`config.mk`:
```
export PLATFORM = sky130hd
export DESIGN_NAME = me_result_serializer
export DESIGN_NICKNAME = d
export VERILOG_FILES = /design/src/rtl/me_pkg.sv /design/src/rtl/me_result_serializer.sv
export SDC_FILE = /design/constraint.sdc
export NUM_CORES = 1
export LEC_CHECK = 0
export ABC_AREA = 1
export CAP_MARGIN = 20
export CORE_MARGIN = 4
export CORE_UTILIZATION = 53
export DETAILED_ROUTE_END_ITERATION = 10
export GPL_TIMING_DRIVEN = 0
export PLACE_DENSITY = 0.84
export SYNTH_ARGS = -nofsm -noshare
export SYNTH_HDL_FRONTEND = slang
export SYNTH_SLANG_ARGS = --single-unit
```
`constraint.sdc`:
```
create_clock -name clk -period 3.1 [get_ports clk]
set_input_delay 0.465 -clock clk [delete_from_list [all_inputs] [get_ports clk]]
set_output_delay 0.465 -clock clk [all_outputs]
set_load 0.03 [all_outputs]
```
`src/rtl/me_pkg.sv`:
```
// Shared constants, FSM encoding and SAD saturation for the motion-estimation result path.
package me_pkg;

    localparam int FRAME_W   = 20;
    localparam int MV_W      = 5;
    localparam int SAD_IN_W  = 16;
    localparam int SAD_OUT_W = 10;
    localparam int CNT_W     = 5;

    typedef enum logic [1:0] {
        ST_IDLE  = 2'd0,
        ST_START = 2'd1,
        ST_SHIFT = 2'd2
    } state_t;

    // Clamp the comparator SAD to the largest value the frame field can carry.
    function automatic logic [SAD_OUT_W-1:0] sat_sad(input logic [SAD_IN_W-1:0] sad);
        if (sad > SAD_IN_W'((1 << SAD_OUT_W) - 1)) begin
            return '1;
        end
        return sad[SAD_OUT_W-1:0];
    endfunction

endpackage

```
`src/rtl/me_result_serializer.sv`:
```
// Frames each best-match result (mv_y, mv_x, saturated SAD) as start bit + 20 data bits, MSB first,
// on serial20; a one-entry buffer accepts the next result while the current one shifts.
module me_result_serializer
    import me_pkg::*;
(
    input  logic                clk,
    input  logic                rst_n,
    input  logic                init,
    input  logic                res_valid,
    output logic                res_ready,
    input  logic [MV_W-1:0]     res_mv_x,
    input  logic [MV_W-1:0]     res_mv_y,
    input  logic [SAD_IN_W-1:0] res_sad,
    output logic                serial20,
    output logic                busy
);

    state_t             state;
    state_t             state_next;
    logic [CNT_W-1:0]   bit_cnt;
    logic [CNT_W-1:0]   bit_cnt_next;
    logic               buf_full;
    logic [FRAME_W-1:0] buf_word;
    logic [FRAME_W-1:0] shreg;
    logic               load;
    logic               serial_next;
    logic               accept;

    // Ready depends only on registered occupancy and init, never on res_valid.
    assign res_ready = ~buf_full & ~init;
    assign accept    = res_valid & res_ready;
    assign busy      = (state != ST_IDLE) | buf_full;

    // NOTE: every output of this block gets a default first, so no path leaves a latch.
    always_comb begin
        state_next   = state;
        bit_cnt_next = bit_cnt;
        load         = 1'b0;
        serial_next  = 1'b0;
        case (state)
            ST_IDLE: begin
                if (buf_full) begin
                    load       = 1'b1;
                    state_next = ST_START;
                end
            end
            ST_START: begin
                serial_next  = 1'b1;
                bit_cnt_next = CNT_W'(FRAME_W - 1);
                state_next   = ST_SHIFT;
            end
            ST_SHIFT: begin
                serial_next = shreg[bit_cnt];
                if (bit_cnt == '0) begin
                    // A waiting word starts immediately, so frames stay contiguous.
                    if (buf_full) begin
                        load       = 1'b1;
                        state_next = ST_START;
                    end else begin
                        state_next = ST_IDLE;
                    end
                end else begin
                    bit_cnt_next = bit_cnt - CNT_W'(1);
                end
            end
            default: state_next = ST_IDLE;
        endcase
    end

    // NOTE: sequential state uses non-blocking assignments so every register samples pre-edge values.
    always_ff @(posedge clk or negedge rst_n) begin
        if (!rst_n) begin
            state    <= ST_IDLE;
            bit_cnt  <= '0;
            serial20 <= 1'b0;
            buf_full <= 1'b0;
        end else if (init) begin
            state    <= ST_IDLE;
            bit_cnt  <= '0;
            serial20 <= 1'b0;
            buf_full <= 1'b0;
        end else begin
            state    <= state_next;
            bit_cnt  <= bit_cnt_next;
            serial20 <= serial_next;
            // accept needs an empty buffer and load a full one, so they never coincide.
            buf_full <= accept | (buf_full & ~load);
        end
    end

    // NOTE: data-only registers carry no reset; buf_full and the FSM qualify their contents.
    always_ff @(posedge clk) begin
        if (accept) begin
            buf_word <= {res_mv_y, res_mv_x, sat_sad(res_sad)};
        end
        if (load) begin
            shreg <= buf_word;
        end
    end

endmodule
```
==> results of run 1 <==
## kinds of logic after synthesis
kind of cell | Yosys count | synth area share
compound gates | 19 | 0.0481
xor+xnor | 1 | 0.00416
fa+ha+maj | 6 | 0.0356
buf+inv | 40 | 0.0784
flops | 49 | 0.677
simple gates | 73 | 0.156
## sequential cells by signal, indices dropped and copies added (netlist names)
name / flops
bit_cnt: 5
buf_full: 1
buf_word: 20
serial20: 1
shreg: 20
state: 2
## synthesized netlist by cell type
library cell  instances
buf_6                 1
ha_1                  6
nand4_1               1
nand2_2               1
a211oi_1              1
nand2_1              44
o22ai_1               1
nor3_2                1
buf_4                 2
inv_2                 1
nand3_1              11
o21ai_0               9
nor3_4                1
a21oi_1               7
edfxtp_1             40
dfrtp_1               9
inv_1                36
nor3_1                2
nand2_4               1
xor2_1                1
or4_4                 1
nor2_1               10
o211ai_1              1
## cell type report
| class | instances | area, um2 |
|---|---|---|
| clock buffer | 5 | 68.8 |
| fill | 292 | 1130 |
| buffer | 3 | 26.3 |
| sequential | 49 | 1430 |
| inverter | 37 | 139 |
| multi-input combinational | 99 | 523 |
| tap | 48 | 60.1 |
| clock inverter | 3 | 21.3 |
| timing repair buffer | 34 | 347 |
## path summary, 6_finish.rpt
check                                  start          to  slack, ns  cells past startpoint
max in group asynchronous              rst_n  bit_cnt[3]       2.34                      1
worst max register to register    bit_cnt[0]    shreg[2]       1.04                      8
worst min register to register  buf_word[19]   shreg[19]       0.42                      0
worst max-delay path                    init   res_ready       0.84                      3
worst min-delay path            buf_word[19]   shreg[19]       0.42                      0
min in group asynchronous              rst_n    serial20       0.46                      1
## power by group through the flow
stage / logic [mW] / clock network, mW / registers [mW]
floorplan: 0.363 / 0 / 0.850
global placement: 0.494 / 0 / 0.855
detailed placement: 0.526 / 0 / 0.855
CTS: 0.532 / 0.373 / 0.841
global route: 0.603 / 0.398 / 0.849
finish: 0.530 / 0.365 / 0.841
## per-stage QoR
stage / TNS [ns] / hold slack (ns) / area, um2
after detailed placement: 0 / 0.405 / 2520
after global placement: -5.58 / 0.403 / 2490
after global routing: 0 / 0.432 / 2610
final: 0 / 0.424 / 2610
after CTS: 0 / 0.426 / 2610
after floorplan: 0 / 0.169 / 2110
## metal layers
layer	GRT usage	wire length, um	up-vias
li1	-	-	693
met1	0.161	1290	625
met2	0.277	1830	37
met3	0.0369	193	6
met4	0.0501	40	0
met5	0	0	-
==> flow_summary.ini, run 1 <==
[power_and_ir_drop]
pwr-share-comb = 0.305
totalPowerFinal_mw = 1.74
power.switching_mw = 0.568
ir_drop_uv = 380
p_seq_frac = 0.484
p_clk_frac = 0.210
leakage_nw = 1.04
switching_share = 0.327
p_int_mw = 1.17
power.density_mw_per_mm2 = 665

[floorplanning]
die_width_um = 71.0
start_util = 0.563
core-area_mm2 = 0.00374
die_h_um = 71.0
die_area_mm2 = 0.00505
io_pins = 33
rows = 22

[clock_network]
ctsHoldBuffers = 0
postCtsSetupRepairBufs = 0
cts_root_buffer = clkbuf_8
tritoncts = yes
clock_latency_ns = 0.30
cts.sinks = 49
clkTransAtPathRegs_ns = 0.09
htree_levels = 2
post_cts_resized = 0
ctsLongestPathBuffers = 2
cts_buffers = 5

[global_routing]
grt_pass1_wl_um = 5800
grt_pass1_vias = 1388
grt_start_max_net_pins = 18
antenna_found_initial = 0
grt_overflow = 0
grt_use_total = 0.148

[place]
pre_cts_ws_ns = 0.835
routabilityCongestion = 0.838
dp.cells = 270
dp_hpwl_um = 2610
portBuffers = 32

[run_status]
status = completed

[timing]
maxSlewViolCount = 0
finalSetupViolations = 0
fmax_mhz = 443
setup_ws_ns = 0.841
rsz0062_at_grt = no
post-route-min-period_ns = 2.26
worst_slew_pin_slew_ns = 0.589
clock_skew_ns = 0.00727
fin_crit_sh = 0.729
slew_headroom = 0.605
finalHoldViolations = 0

[cells_and_area]
final_common_cell = nand2_1
fin_util = 0.698
area_delta_synth_final_pct = 24.0
num_antenna_cells = 0
layout_common_cells = 44 x nand2_1, 40 x edfxtp_1, 36 x inv_1, 32 x clkdlybuf4s50_1, 11 x nand3_1
finalNonFillerCells = 278
nets = 265
drive_above_1_share = 0.0913

[logic_synthesis]
yosys.area.top_type_share = 0.570
syn_nets = 224
synth_area_per_cell_um2 = 11.2
yosys_register_bits = 49
synth_area_mm2 = 0.00211
synthCells = 188
synth_top_area_cell = edfxtp_1
yosysWarnings = 0
synth.area.top_cells = edfxtp_1 57%, dfrtp_1 11%, nand2_1 7.8%
ys_types = 23
yosysSeqAreaShare = 0.677

[critical_path]
slowest_stage = clkdlybuf4s50_1
cp_top_family = buffers and inverters
end_kind = primary output
critPathKind = in2out
crit_fanout = 6
cp_num_buf_inv = 2
slowest_delay_ns = 0.67
cpMostUsedCell = clkdlybuf4s50_1
arrival_ns = 1.79
required_ns = 2.63
cp-start-kind = input port
path_cells = clkdlybuf4s50_1 -> nor2_1 -> clkdlybuf4s50_1

[drt]
drt_pre_antenna_iters = 4
routedWlPerCell_um = 12.1
routed_via_density = 4.90
num_vias = 1361
routed_wl_um = 3360
drtIter0Drc = 73
drc = 0
ant_nets = 0

[min_path]
min_path_type = reg2reg

[job]
cap_viol_max_count = 0
(Power assumes the default switching activity.)
==> run 2: changes to the inputs <==
- clock period: 3.1 -> 2.35 ns (I/O delays scaled with it)
==> run 2 against run 1 <==
  * Critical path type is now reg2reg
  * Worst hold slack worse by 0.068 ns
  * Sequential share of layout area down 1.2 points
  * Clock skew down 0.0013 ns
  * Largest power group unchanged
  * Final cell count unchanged
  * Critical path depth up 4
  * Clock-buffer cell count unchanged
==> flow_summary.ini, run 2 (same netlist as run 1, synthesis figures left out) <==
[global_routing]
grt_pass1_wl_um = 6330
grt.busiest_layer = met2
grt_overflow = 0
grt_start_max_net_pins = 22
antenna_found_initial = 0
grt_util_met3 = 0.0511
grt_use_total = 0.166
gr-usage-met1 = 0.180
grt_pass1_vias = 1454
grt.met2_usage = 0.301

[critical_path]
ff2ff_setup_slack_ns = 0.19
cp.depth = 7
slowest_delay_ns = 0.46
crit_fanout = 11
end_kind = flip-flop
r2r-end = shreg[14]
cp_top_family = simple AND/OR/NAND/NOR gates
arrival_ns = 2.13
cp-start-kind = flip-flop
path_cells = inv_2 -> buf_4 -> ha_1 -> inv_1 -> nor3_2 -> nand3_1 -> a21oi_4
reg2regPathDepth = 7
slowest_stage = a21oi_4
reg2reg_from = bit_cnt[0]
cp_num_buf_inv = 3
critPathKind = reg2reg
startpoint = bit_cnt[0]
crit_path_end = shreg[14]
required_ns = 2.31

[place]
portBuffers = 32
routabilityCongestion = 0.840
dp.cells = 269
pre_cts_ws_ns = -0.115
dp_hpwl_um = 2700

[drt]
routedWlPerCell_um = 14.1
routed_via_density = 5.05
drc = 0
routed_wl_um = 3920
num_vias = 1405
drt_pre_antenna_iters = 4
ant_nets = 0
drtIter0Drc = 164

[timing]
fin_crit_sh = 0.921
post-route-min-period_ns = 2.16
finalHoldViolations = 0
fmax_mhz = 462
setup_ws_ns = 0.185
finalSetupViolations = 0
clock_skew_ns = 0.00597
maxSlewViolCount = 0
worst_slew_pin_slew_ns = 0.664
rsz0062_at_grt = no
slew_headroom = 0.555

[floorplanning]
start_util = 0.563
die_h_um = 71.0
die_width_um = 71.0
die_area_mm2 = 0.00505
io_pins = 33
core-area_mm2 = 0.00374
rows = 22

[clock_network]
clock_latency_ns = 0.30
htree_levels = 2
cts_buffers = 5
ctsLongestPathBuffers = 2
tritoncts = yes
ctsHoldBuffers = 0
cts_root_buffer = clkbuf_8
postCtsSetupRepairBufs = 0
cts.sinks = 49
clkTransAtPathRegs_ns = 0.09

[cells_and_area]
final_common_cell = nand2_1
finalNonFillerCells = 278
layout_common_cells = 44 x nand2_1, 40 x edfxtp_1, 36 x inv_1, 32 x clkdlybuf4s50_1, 11 x nand3_1
nets = 265
num_antenna_cells = 0
area_delta_synth_final_pct = 26.7
top_regs = buf_word x20, shreg x20, bit_cnt x5
drive_above_1_share = 0.0913
fillers = 276
fin_util = 0.713

[min_path]
min_path_type = in2async

[run_status]
status = completed

[power_and_ir_drop]
ir_drop_uv = 598
power.density_mw_per_mm2 = 955
leakage_nw = 1.06

[job]
cap_viol_max_count = 0
run 2: changes by cell type in the layout (fill, tap and decap cells not counted):
| cell | change |
|---|---|
| a21oi_4 | +2 |
| bufinv_16 | +2 |
| a21oi_2 | -1 |
| buf_8 | -1 |
| clkinv_2 | -1 |
| clkinvlp_4 | -1 |
run 2: how the worst min path moves through the flow:
stage / startpoint / endpoint / slack (ns) / cells past startpoint
floorplan: rst_n / bit_cnt[0] / 0.06 / 0
global placement: buf_word[5] / shreg[5] / 0.40 / 0
detailed placement: buf_word[18] / shreg[18] / 0.40 / 0
CTS: rst_n / serial20 / 0.36 / 1
global route: rst_n / bit_cnt[0] / 0.38 / 1
finish: rst_n / serial20 / 0.36 / 1
run 2: report_power, final:
| group | internal [mW] | switching, mW | leakage, nW |
|---|---|---|---|
| registers | 1.05 | 0.0586 | 0.436 |
| clock network | 0.428 | 0.286 | 0.0687 |
| logic | 0.272 | 0.449 | 0.557 |
| total | 1.75 | 0.793 | 1.06 |
run 2: layout make-up:
class                      instances  area (um2)  share of cell area
buffer                             3        26.3             0.00985
sequential                        49        1430               0.535
multi-input combinational        100         547               0.205
clock buffer                       5        68.8              0.0258
tap                               48        60.1              0.0225
clock inverter                     3        68.8              0.0258
inverter                          37         139              0.0521
timing repair buffer              33         332               0.124
run 2: what timing repair did:
action	CTS	global route
pin swaps	0	1
hold endpoints to repair	0	0
setup endpoints to repair	21	20
resized for setup	1	1
gates cloned	0	1
run 2: metal layers:
layer	up-vias	routed length [um]
met5	-	0
li1	697	-
met3	10	209
met1	658	1540
met2	40	2100
met4	0	74
run 2: stage by stage:
stage	cell area [um2]	power, mW	hold WS (ns)	setup TNS, ns
floorplan	2110	1.60	0.0569	0
global placement	2490	1.78	0.403	-19.85
detailed placement	2510	1.82	0.405	-2.27
CTS	2650	2.54	0.355	0
global route	2670	2.72	0.378	0
finish	2670	2.55	0.356	0
run 2: worst reg2reg max path: stages, from the launching register on:
cell and delay (ns):
dfrtp_1 0.41, inv_2 0.10, buf_4 0.18, ha_1 0.18
inv_1 0.05, nor3_2 0.18, nand3_1 0.28, a21oi_4 0.46
